===== src/rtl/fetch_stage_pkg.sv =====
// Shared types for the instruction-fetch stage: bus word types, fetch FSM
// states and the {pc, instruction} bundle handed to decode.
package fetch_stage_pkg;

  typedef logic [63:0] u64;
  typedef logic [31:0] u32;
  typedef u64          word_t;

  localparam u64 PC_RESET = 64'h8000_0000;

  typedef enum logic [1:0] {
    FETCH   = 2'd0,
    WAIT    = 2'd1,
    HOLD    = 2'd2,
    DISCARD = 2'd3
  } fetch_state_t;

  typedef struct packed {
    u32 raw_instr;
  } fetch_data_t;

  typedef struct packed {
    u64          pc;
    fetch_data_t data;
  } fetch_out_t;

endpackage


===== src/rtl/fetch_stage.sv =====
// Instruction-fetch stage: owns the PC, keeps one bus read outstanding at most,
// buffers the returned word for decode and handles redirects/squashes.
module fetch_stage
  import fetch_stage_pkg::*;
#(
  parameter u64 RESET_PC = PC_RESET,
  parameter int PC_STEP  = 4
) (
  input  logic        clk,
  input  logic        rst_n,
  output logic        ireq_valid,
  output logic [63:0] ireq_addr,
  input  logic        iresp_addr_ok,
  input  logic        iresp_data_ok,
  input  logic [31:0] iresp_data,
  output logic        out_valid,
  input  logic        out_ready,
  output logic [63:0] out_pc,
  output logic [31:0] out_data,
  input  logic        redirect_valid,
  input  logic [63:0] redirect_pc
);

  fetch_state_t state, state_nxt;
  u64           pc, pc_nxt;
  fetch_out_t   out_q;
  logic         acc, capture;

  always_comb begin
    acc       = ireq_valid & iresp_addr_ok;
    state_nxt = state;
    pc_nxt    = pc;
    capture   = 1'b0;
    case (state)
      FETCH: begin
        if (acc && iresp_data_ok) begin
          if (!redirect_valid) begin
            state_nxt = HOLD;
            capture   = 1'b1;
          end
        end else if (acc) begin
          state_nxt = redirect_valid ? DISCARD : WAIT;
        end
      end
      WAIT: begin
        if (iresp_data_ok) begin
          state_nxt = redirect_valid ? FETCH : HOLD;
          capture   = ~redirect_valid;
        end else if (redirect_valid) begin
          state_nxt = DISCARD;
        end
      end
      HOLD: begin
        // a coincident handshake is void: decode is flushed by the same redirect
        if (redirect_valid) begin
          state_nxt = FETCH;
        end else if (out_ready) begin
          state_nxt = FETCH;
          pc_nxt    = pc + u64'(PC_STEP);
        end
      end
      DISCARD: begin
        if (iresp_data_ok) state_nxt = FETCH;
      end
      default: state_nxt = FETCH;
    endcase
    if (redirect_valid) pc_nxt = redirect_pc & ~64'h3;
  end

  always_ff @(posedge clk or negedge rst_n) begin
    if (!rst_n) begin
      state      <= FETCH;
      pc         <= RESET_PC;
      ireq_valid <= 1'b0;
      out_valid  <= 1'b0;
      out_q      <= '0;
    end else begin
      state      <= state_nxt;
      pc         <= pc_nxt;
      ireq_valid <= (state_nxt == FETCH);
      out_valid  <= (state_nxt == HOLD);
      if (capture) begin
        out_q.pc             <= pc;
        out_q.data.raw_instr <= iresp_data;
      end
    end
  end

  assign ireq_addr = pc;
  assign out_pc    = out_q.pc;
  assign out_data  = out_q.data.raw_instr;

endmodule

===== config.mk =====
export PLATFORM = sky130hd
export DESIGN_NAME = fetch_stage
export DESIGN_NICKNAME = d
export VERILOG_FILES = /design/src/rtl/fetch_stage_pkg.sv /design/src/rtl/fetch_stage.sv
export SDC_FILE = /design/constraint.sdc
export NUM_CORES = 1
export LEC_CHECK = 0
export BUFFER_PORTS_ARGS = -buffer_cell sky130_fd_sc_hd__buf_2
export CAP_MARGIN = 20
export CORE_ASPECT_RATIO = 1.2
export CORE_UTILIZATION = 35
export DETAILED_ROUTE_END_ITERATION = 6
export PLACE_DENSITY_LB_ADDON = 0.3
export SYNTH_ARGS = -nofsm -noshare
export SYNTH_HDL_FRONTEND = slang
export SYNTH_SLANG_ARGS = --single-unit
export TNS_END_PERCENT = 20

===== constraint.sdc =====
create_clock -name clk -period 4.3 [get_ports clk]
set_input_delay 0.645 -clock clk [delete_from_list [all_inputs] [get_ports clk]]
set_output_delay 0.645 -clock clk [all_outputs]
set_load 0.02 [all_outputs]

======== After elaboration in Yosys (flattened, before gate mapping) ========
Index checks and enable logic that the tools add are counted.
storage, ports and cells
  word-level logic and storage cells ...... 37
  bits of input ports ..................... 102
  register bits ........................... 164
operators by class
  mux-type cells .......................... 18
  $add $sub $neg .......................... 1
  bitwise gates (word level) .............. 2
  equality and inequality tests ........... 4
  reductions and logical operators ........ 6
operators by type and width
  kind                     number
  $mux W64                 3
  $add A64 B3 Y64 const B  1
  $mux W2                  10
  $pmux W2 S4              1
  $eq A2 B2 Y1 const B     3
  $logic_not A2 Y1         2
  $reduce_bool A2 Y1       2
  $mux W1                  3
  $eq A2 B1 Y1 const B     1
  $pmux W1 S2              1
  $reduce_and A2 Y1        1
  $and A1 B1 Y1            1
  $logic_and A1 B1 Y1      1
  $not A1 Y1               1

======== Logic depth before layout (Yosys ltp) ========
Gate-level depths: netlist of the first run.
  depth in word-level cells ............... 5
  mapped depth ............................ 7
  mapped depth without buffers ............ 6

======== Least setup slack after synthesis of the first run ========
No wires, ideal clock.
  path kind ............................... input -> register
  start ................................... input port redirect_valid
  end ..................................... register out_q, in the netlist out_pc[20]
  setup time .............................. 0.125 ns
  data required time ...................... 4.175 ns
  stages .................................. 5
  buffers on the path ..................... 3
  arrival ................................. 1.988 ns
  slack ................................... 2.187 ns
  cell sequence ........................... clkbuf_1 or4b_1 clkbuf_1 clkbuf_1 mux2_2
between the ends
  longest elaborated chain between the ends .. 3
  elaborated cells on any way between the ends .. 5
  those cells by class .................... mux (4); bitwise (1)
RTL lines
  item                                   RTL line                              text
  start: declaration                     fetch_stage.sv:20                     input logic redirect_valid,
  $mux W1 or $not A1 Y1 (tied branches)  fetch_stage.sv:37, fetch_stage.sv:48
  $mux W1 (on tied branches)             fetch_stage.sv:36, fetch_stage.sv:46
  $pmux W1 S2 (*)                        fetch_stage.sv:34                     case (state)
  end: declaration                       fetch_stage.sv:26                     fetch_out_t out_q;
Every way passes the cells marked *; elsewhere a longest branch is shown, timed or not.
A chain may end at the register's enable or synchronous reset.

======== Worst setup path in the final report of the first run ========
  start ................................... register pc[9], in the netlist ireq_addr[9]
  end ..................................... register pc[45], in the netlist ireq_addr[45]
between the ends
  longest elaborated chain between the ends .. 4
RTL lines
  item                      RTL line           text
  start: declaration        fetch_stage.sv:25  u64 pc, pc_nxt;
  start signal: assignment  fetch_stage.sv:79  pc <= pc_nxt;
  $add A64 B3 Y64           fetch_stage.sv:59  pc_nxt = pc + u64'(PC_STEP);
  $mux W64                  fetch_stage.sv:57  end else if (out_ready) begin
  $mux W64                  fetch_stage.sv:34
  $mux W64                  fetch_stage.sv:67  if (redirect_valid) pc_nxt = redirect_pc & ~64'h3;
Every way passes these cells. The select of a mux whose other input is x is not followed.

==> out/results.txt, run 1 <==
DRT Pass-1 Iters: 4
Syn avg cell area: 11.0 um^2
Core Box Area: 0.0210 mm^2
Final nets: 1028
Max incr delay on CP: 0.65 ns
# DRC: 0
Port bufs: 257
Clock-pin slew on the worst setup and hold paths: 0.07 ns
Sw Pwr: 2.17 mW
Critical Path End Type: flip-flop
Slowest library cell on the worst path: or4_1
Sink Count: 160
Initial core utilization: 0.359
LEAKAGE: 4.46 nW
Sequential cell area: 0.00401 mm^2
Final ANT Viol Nets: 0
Fin. Hold Viols: 0
Max VDD drop: 0.000320 V
Gr ovfl total: 0
Worst Path Arrival: 3.15 ns
Crit path buf inv count: 0
Sequential fraction of the synthesis area: 0.531
Fraction of registers with async set/reset: 1.00
Rel. slew slack: 0.395
Site Rows: 58
First-pass GRT wire length: 33000 um
Clk buf depth: 2
Antenna cells: 0
Via count: 6222
Post-Place Cells: 1175
Vias in the first global route: 5949
Cts hold-fix bufs: 0
Postcts setup bufs: 0
Place WS: 1.48 ns
Leading cell type in the layout, fill and taps excluded: buf_2
PwrDens: 605 mW/mm^2
Post-synth EDFFs: 0
Final setup fails: 0
CTS tree: built
Cells after Synth: 684
Pint: 3.70 mW
Fin Setup TNS: 0 ns
Ys flop type: dfrtp_1
Status: finished clean
Initial antenna violation count: 0
Switching Share: 0.370
DIE WIDTH: 136 um
Yosys reg bits: 160
Fmax: 356 MHz
Total track usage: 0.196
Unrepaired setup endpoints after global routing: no
Comb power frac: 0.339
Root buf cell: clkbuf_16
Critical Path Fanout Max: 14
Slew Viols, Final: 0
Warnings, synthesis: 0
Ports: 264
Clk pwr share: 0.266
Post-Layout Cell Count: 1208
Share of cells above drive strength 1: 0.424
Worst path top cell family by delay: simple AND/OR/NAND/NOR gates
Post-Layout Inst Area: 0.00968 mm^2
Area after DPL: 0.00906 mm^2
Skew final: 0.0113 ns
Total power: 5.86 mW
WL per Instance: 17.7 um
Mapped Area: 0.00755 mm^2
Initial DRC count: 391
Die Ht: 163 um
H-tree depth: 4
Routed WL: 21300 um
Worst-Margin Slew: 0.908 ns
Fillers: 2013
Clock latency on the worst-skew pair: 0.42 ns
Layout Area Growth over Synthesis: 28.3%
Commonest cells after routing, fill and taps aside: buf_2, dfrtp_1, mux2_2
Multi-input combinational cell area: 0.00332 mm^2
Gpl congestion: 0.784
Worst min-delay path category: primary input to asynchronous set/reset pin
CP Data Required Time: 4.65 ns
Final period util: 0.652
Fin crit period: 2.81 ns
Post-DP HPWL: 15200 um
Max-cap violation count: 0
Distinct cells, synth: 47
Critical path launch point type: flip-flop
Crit-path cells: and4_1, and2_1, nand4_1, or4_1, a31oi_1
DIE AREA: 0.0222 mm^2
Largest net degree at the start of global routing: 111
CTS Buf Count: 17
CTS resizes: 0
Vias per cell: 5.15
Critical path type: flip-flop to flip-flop
Sequential Power Share: 0.396
Final worst slack: 1.49 ns
## registers in the layout, summed over array words and instances, names as in the netlist
name        flops
out_valid       1
out_data       32
out_pc         62
state           2
ireq_valid      1
ireq_addr      62
## final timing paths
kind | startpoint | to | slack [ns] | depth (start not counted)
setup / recovery | ireq_addr[9] | ireq_addr[45] | 1.49 | 5
hold / removal | rst_n | ireq_addr[52] | 0.19 | 1
setup reg to reg | ireq_addr[9] | ireq_addr[45] | 1.49 | 5
hold reg to reg | out_pc[38] | out_pc[38] | 0.48 | 2
max in group asynchronous | rst_n | ireq_addr[13] | 3.37 | 2
min in group clk | redirect_pc[12] | ireq_addr[12] | 0.42 | 3
## cell families after synthesis
family	count (synthesis)	share of synthesized area
buf+inv	53	0.0318
other cells	1	0.000497
fa+ha+maj	1	0.00166
mux	96	0.142
compound gates	87	0.0715
simple gates	254	0.185
xor+xnor	32	0.0371
flops	160	0.531
## through the flow
stage / utilization / hold WS [ns]
6_report: 0.460 / 0.186
5_1_grt: 0.460 / 0.233
4_1_cts: 0.459 / 0.408
3_5_place_dp: 0.430 / 0.466
3_3_place_gp: 0.430 / 0.460
2_1_floorplan: - / 0.349
## worst reg2reg max path: stages (launching register included)
cell and delay (ns):
dfrtp_1 0.46, and4_1 0.37, and2_1 0.50, nand4_1 0.59
or4_1 0.65, a31oi_1 0.16
## layout make-up
| class | count | share of cell area |
|---|---|---|
| multi-input cells | 474 | 0.343 |
| clock buffers | 17 | 0.0439 |
| well taps | 270 | 0.0349 |
| flip-flops and latches | 160 | 0.414 |
| repair buffers | 263 | 0.143 |
| clock inverters | 15 | 0.0180 |
| inverters | 9 | 0.00349 |
## power by group through the flow
stage | Combinational (mW) | Sequential, mW | Clock [mW]
after CTS | 2.02 | 2.32 | 1.60
after floorplan | 0.634 | 2.95 | 0
after global placement | 1.99 | 2.33 | 0
final | 1.99 | 2.32 | 1.56
after global routing | 2.13 | 2.39 | 1.66
after detailed placement | 2.02 | 2.35 | 0
## cells in the mapped netlist, types with 5 or more instances
| cell | number | share of area |
|---|---|---|
| mux2_2 | 89 | 0.13 |
| and3_1 | 11 | 0.0091 |
| and2_1 | 7 | 0.0058 |
| nor2b_1 | 8 | 0.0066 |
| nor2_1 | 35 | 0.017 |
| a22oi_1 | 5 | 0.0050 |
| buf_2 | 15 | 0.0099 |
| nor4_1 | 9 | 0.0075 |
| clkbuf_1 | 21 | 0.010 |
| inv_1 | 8 | 0.0040 |
| xnor2_1 | 12 | 0.014 |
| nor3_1 | 11 | 0.0073 |
| a31oi_1 | 16 | 0.013 |
| and4_1 | 14 | 0.016 |
| buf_4 | 6 | 0.0060 |
| mux2i_1 | 7 | 0.0093 |
| o21ai_0 | 44 | 0.029 |
| or3_1 | 8 | 0.0066 |
| o41ai_1 | 5 | 0.0058 |
| or4_1 | 9 | 0.0090 |
| nand2_1 | 70 | 0.035 |
| nand4_1 | 27 | 0.022 |
| dfrtp_1 | 159 | 0.53 |
| o31ai_1 | 7 | 0.0070 |
| xor2_1 | 20 | 0.023 |
| nand3_1 | 27 | 0.018 |
## layer usage
layer	share of wire	vias up	wire length, um	global-route usage
met5	0	-	0	0
met4	0.0096	0	204	0.0505
met3	0.066	16	1400	0.0467
met2	0.50	210	10700	0.330
met1	0.42	3034	8990	0.249
li1	-	2962	-	-
Note: power is estimated with default switching activity, not from simulation.
==> run 2, diff against run 1 <==
==> constraint.sdc (replaced) <==
create_clock -name clk -period 2.35 [get_ports clk]
set_input_delay 0.3525 -clock clk [delete_from_list [all_inputs] [get_ports clk]]
set_output_delay 0.3525 -clock clk [all_outputs]
set_load 0.02 [all_outputs]
==> out/results.txt, run 2 (synthesis results as in run 1) <==
Status: finished clean
Share of cells above drive strength 1: 0.436 (+0.0116)
Final ANT Viol Nets: 0 (unchanged)
Fmax: 460 MHz (+29%)
Core Box Area: 0.0210 mm^2 (unchanged)
PwrDens: 1090 mW/mm^2 (+79%)
Worst min-delay path category: primary input to flip-flop
Sequential Power Share: 0.397 (about the same)
Layout Area Growth over Synthesis: 30.1%
Sink Count: 160 (unchanged)
Clock latency on the worst-skew pair: 0.43 ns (about the same)
Root buf cell: clkbuf_16
Initial antenna violation count: 0 (unchanged)
Die Ht: 163 um (unchanged)
Port bufs: 257 (unchanged)
Leading cell type in the layout, fill and taps excluded: buf_2
Met1 Track Usage GR: 0.248 (-0.00129)
Gr ovfl total: 0 (unchanged)
Unrepaired setup endpoints after global routing: no
Post-DP HPWL: 15600 um (+2.6%)
Vias in the first global route: 6038 (+1.5%)
CTS tree: built
CTS resizes: 0 (unchanged)
Routed WL: 21600 um (+1.2%)
Fillers: 1988 (-1.2%)
DRT Pass-1 Iters: 5 (+1)
Largest net degree at the start of global routing: 105 (-5.4%)
Critical path type: flip-flop to flip-flop
Cts hold-fix bufs: 1 (+1)
Ports: 264 (unchanged)
Worst-Margin Slew: 0.608 ns (-0.300 ns)
Postcts setup bufs: 0 (unchanged)
Max-cap violation count: 0 (unchanged)
Pint: 6.70 mW (+81%)
Commonest cells after routing, fill and taps aside: buf_2, dfrtp_1, mux2_2
Sw Pwr: 3.97 mW (+83%)
DIE AREA: 0.0222 mm^2 (unchanged)
Antenna cells: 0 (unchanged)
Fin. Hold Viols: 0 (unchanged)
# DRC: 0 (unchanged)
GRT busiest layer: met2
Critical Path Fanout Max: 6 (-8)
Comb power frac: 0.347 (+0.008)
H-tree depth: 4 (unchanged)
Gpl congestion: 0.830 (+5.9%)
Switching Share: 0.372 (+0.00246)
Post-Layout Inst Area: 0.00982 mm^2 (+1.4%)
Rel. slew slack: 0.591 (+0.196)
Clk buf depth: 2 (unchanged)
Initial core utilization: 0.359 (unchanged)
Final period util: 0.926 (+0.274)
Worst Path Arrival: 2.48 ns (-0.67 ns)
Clk pwr share: 0.256 (-0.010)
Vias per cell: 5.21 (+1.2%)
Via count: 6409 (+3.0%)
CP Data Required Time: 2.65 ns (-2.00 ns)
First-pass GRT wire length: 33300 um (+0.69%)
Fin crit period: 2.18 ns (-0.630 ns)
Final nets: 1049 (+2.0%)
Final setup fails: 0 (unchanged)
Critical Path End Type: flip-flop
Initial DRC count: 359 (-8.2%)
Area after DPL: 0.00924 mm^2 (+2.0%)
Met3 Usage GRT: 0.0482 (+0.00156)
Total track usage: 0.198 (+0.00275)
Slew Viols, Final: 0 (unchanged)
CTS Buf Count: 17 (unchanged)
GR Layer Usage met2: 0.332 (+0.00254)
Clock-pin slew on the worst setup and hold paths: 0.07 ns (about the same)
Max VDD drop: 0.000630 V (+97%)
Fin Setup TNS: 0 ns (unchanged)
WL per Instance: 17.6 um (-0.50%)
Site Rows: 58 (unchanged)
Critical path launch point type: flip-flop
DIE WIDTH: 136 um (unchanged)
Skew final: 0.00974 ns (-0.00156 ns)
LEAKAGE: 4.55 nW (+2.1%)
==> run 2: worst paths after layout <==
| path | from | endpoint | slack (ns) | cells after the start |
|---|---|---|---|---|
| min | redirect_pc[18] | ireq_addr[18] | 0.13 | 3 |
| min in group asynchronous | rst_n | out_pc[52] | 0.45 | 2 |
| max | state[0] | ireq_addr[44] | 0.17 | 6 |
| max in group asynchronous | rst_n | ireq_addr[13] | 1.17 | 3 |
| max reg2reg | state[0] | ireq_addr[44] | 0.17 | 6 |
| min reg2reg | out_pc[38] | out_pc[38] | 0.47 | 2 |
==> run 2: cell type report <==
type / instances / area (um^2) / share of cell area
inverters: 9 / 33.8 / 0.00344
flip-flops and latches: 160 / 4010 / 0.408
multi-input cells: 474 / 3320 / 0.338
clock buffers: 18 / 439 / 0.0447
well taps: 270 / 338 / 0.0344
repair buffers: 284 / 1550 / 0.158
clock inverters: 14 / 131 / 0.0134
==> run 2: power by group through the flow <==
stage          logic, mW  clock network (mW)  registers, mW
2_1_floorplan       1.16                   0           5.40
6_report            3.70                2.73           4.24
3_5_place_dp        3.75                   0           4.29
3_3_place_gp        3.69                   0           4.24
4_1_cts             3.76                2.82           4.24
5_1_grt             3.97                2.94           4.37
==> run 2: through the flow <==
stage / instances / setup WS [ns] / util / hold WS [ns] / power [mW]
2_1_floorplan: 687 / 0.374 / - / 0.0569 / 6.56
3_3_place_gp: 1196 / 0.253 / 0.439 / 0.345 / 7.94
3_5_place_dp: 1196 / 0.241 / 0.439 / 0.345 / 8.05
4_1_cts: 1229 / 0.224 / 0.467 / 0.114 / 10.8
5_1_grt: 1229 / 0.0116 / 0.467 / 0.119 / 11.3
6_report: 1229 / 0.174 / 0.467 / 0.133 / 10.7
==> run 2: per-layer routing <==
layer	share of wire	up-vias	wire, um
li1	-	3005	-
met1	0.41	3138	8930
met2	0.50	240	10800
met3	0.072	26	1550
met4	0.015	0	326
met5	0	-	0
==> run 2: critical path, stage by stage, from the launching register on <==
cell,delay [ns]
dfrtp_1,0.42
and3b_1,0.34
buf_4,0.19
nand4_1,0.17
nor4_1,0.56
nor3b_1,0.10
a221o_1,0.27
==> run 3, diff against run 2 <==
--- a/config.mk
+++ b/config.mk
@@ -9,6 +9,7 @@
 export CAP_MARGIN = 20
 export CORE_ASPECT_RATIO = 1.2
 export CORE_UTILIZATION = 35
+export CTS_BUF_LIST = sky130_fd_sc_hd__clkbuf_8
 export DETAILED_ROUTE_END_ITERATION = 6
 export PLACE_DENSITY_LB_ADDON = 0.3
 export SYNTH_ARGS = -nofsm -noshare
==> out/results.txt, run 3 (synthesis results as in run 1) <==
Status: finished clean
Initial core utilization: 0.359 (unchanged)
Antenna cells: 0 (unchanged)
PwrDens: 1030 mW/mm^2 (-5.1%)
Port bufs: 257 (unchanged)
Initial antenna violation count: 0 (unchanged)
WL per Instance: 17.4 um (-0.77%)
Final period util: 0.922 (-0.00358)
Max VDD drop: 0.000596 V (-5.4%)
Clock-pin slew on the worst setup and hold paths: 0.09 ns (+0.02 ns)
LEAKAGE: 4.46 nW (-1.9%)
R2r worst-path depth: 6 (unchanged)
H-tree depth: 4 (unchanged)
Clk buf depth: 2 (unchanged)
Share of cells above drive strength 1: 0.436 (unchanged)
DIE AREA: 0.0222 mm^2 (unchanged)
Multi-input combinational cell area: 0.00332 mm^2 (unchanged)
Hold depth: 3 (unchanged)
Fin Setup TNS: 0 ns (unchanged)
Via count: 6401 (-0.12%)
CP Data Required Time: 2.68 ns (+0.03 ns)
Post-DP HPWL: 15600 um (unchanged)
Worst Path Arrival: 2.50 ns (+0.02 ns)
Cts hold-fix bufs: 1 (unchanged)
CTS resizes: 0 (unchanged)
Postcts setup bufs: 0 (unchanged)
Leading cell type in the layout, fill and taps excluded: buf_2
CTS tree: built
Clock latency on the worst-skew pair: 0.45 ns (+0.02 ns)
Unrepaired setup endpoints after global routing: no
Initial DRC count: 426 (+19%)
Gpl congestion: 0.830 (unchanged)
Root buf cell: clkbuf_8
Final nets: 1049 (unchanged)
Total power: 9.93 mW (-6.9%)
Place WS: 0.241 ns (unchanged)
Max-cap violation count: 0 (unchanged)
Critical path type: flip-flop to flip-flop
First-pass GRT wire length: 33100 um (-0.48%)
Gr ovfl total: 0 (unchanged)
Layout Area Growth over Synthesis: 27.6%
Final Core Density: 0.457 (-0.00910)
Sequential cell area: 0.00401 mm^2 (unchanged)
Skew final: 0.0114 ns (+0.00161 ns)
Vias per cell: 5.21 (-0.12%)
Routed WL: 21400 um (-0.77%)
Critical Path End Type: flip-flop
Ports: 264 (unchanged)
Worst min-delay path category: primary input to flip-flop
Critical Path Fanout Max: 6 (unchanged)
Total track usage: 0.197 (-0.00173)
Worst-Margin Slew: 0.603 ns (-0.00530 ns)
Rel. slew slack: 0.598 (+0.00727)
DRT Pass-1 Iters: 5 (unchanged)
Site Rows: 58 (unchanged)
Fillers: 2002 (+0.70%)
Critical path launch point type: flip-flop
DIE WIDTH: 136 um (unchanged)
Sink Count: 160 (unchanged)
Fmax: 461 MHz (+0.39%)
Fin. Hold Viols: 0 (unchanged)
CTS Buf Count: 17 (unchanged)
Fin crit period: 2.17 ns (-0.00841 ns)
Slew Viols, Final: 0 (unchanged)
Final setup fails: 0 (unchanged)
Vias in the first global route: 6015 (-0.38%)
Commonest cells after routing, fill and taps aside: buf_2, dfrtp_1, mux2_2
# DRC: 0 (unchanged)
Die Ht: 163 um (unchanged)
Final worst slack: 0.182 ns (+0.00841 ns)
Largest net degree at the start of global routing: 105 (unchanged)
Core Box Area: 0.0210 mm^2 (unchanged)
Final ANT Viol Nets: 0 (unchanged)
-- run 3: power breakdown --
part / total (mW) / leakage (nW) / switching (mW) / internal [mW]
Combinational: 3.70 / 2.37 / 2.19 / 1.51
Clock: 2.00 / 0.189 / 1.12 / 0.886
Sequential: 4.23 / 1.90 / 0.551 / 3.68
-- run 3: worst max-delay path, stage by stage (launching register included) --
cell and delay [ns]:
dfrtp_1 0.43, and3b_1 0.33, buf_4 0.18, nand4_1 0.18, nor4_1 0.56, nor3b_1 0.10, a221o_1 0.27
-- run 3: area by class of cell --
| type | count | share of cell area |
|---|---|---|
| Clock buffer | 18 | 0.0257 |
| Multi-Input combinational cell | 474 | 0.345 |
| Tap cell | 270 | 0.0351 |
| Timing Repair Buffer | 284 | 0.161 |
| Clock inverter | 14 | 0.0136 |
| Sequential cell | 160 | 0.416 |
| Inverter | 9 | 0.00351 |
-- run 3: worst paths after layout --
kind                                 startpoint            end  slack, ns
worst min-delay path            redirect_pc[20]  ireq_addr[20]       0.11
worst min register to register       out_pc[38]     out_pc[38]       0.48
worst max-delay path                   state[0]  ireq_addr[44]       0.18
worst max register to register         state[0]  ireq_addr[44]       0.18
min in group asynchronous                 rst_n     out_pc[51]       0.42
max in group asynchronous                 rst_n  ireq_addr[13]       1.20
-- run 3: stage by stage --
stage	instances	cell area [um^2]	hold WS, ns
global route	1229	9630	0.0742
global placement	1196	9240	0.345
floorplan	687	7560	0.0569
detailed placement	1196	9240	0.345
finish	1229	9630	0.109
CTS	1229	9630	0.0728
-- run 3: routing by layer --
| layer | wire, um | vias up | global-route usage | share of wire |
|---|---|---|---|---|
| met4 | 291 | 0 | 0.0540 | 0.014 |
| met1 | 8770 | 3124 | 0.246 | 0.41 |
| met2 | 10800 | 250 | 0.333 | 0.50 |
| li1 | - | 3007 | - | - |
| met5 | 0 | - | 0 | 0 |
| met3 | 1580 | 20 | 0.0501 | 0.074 |
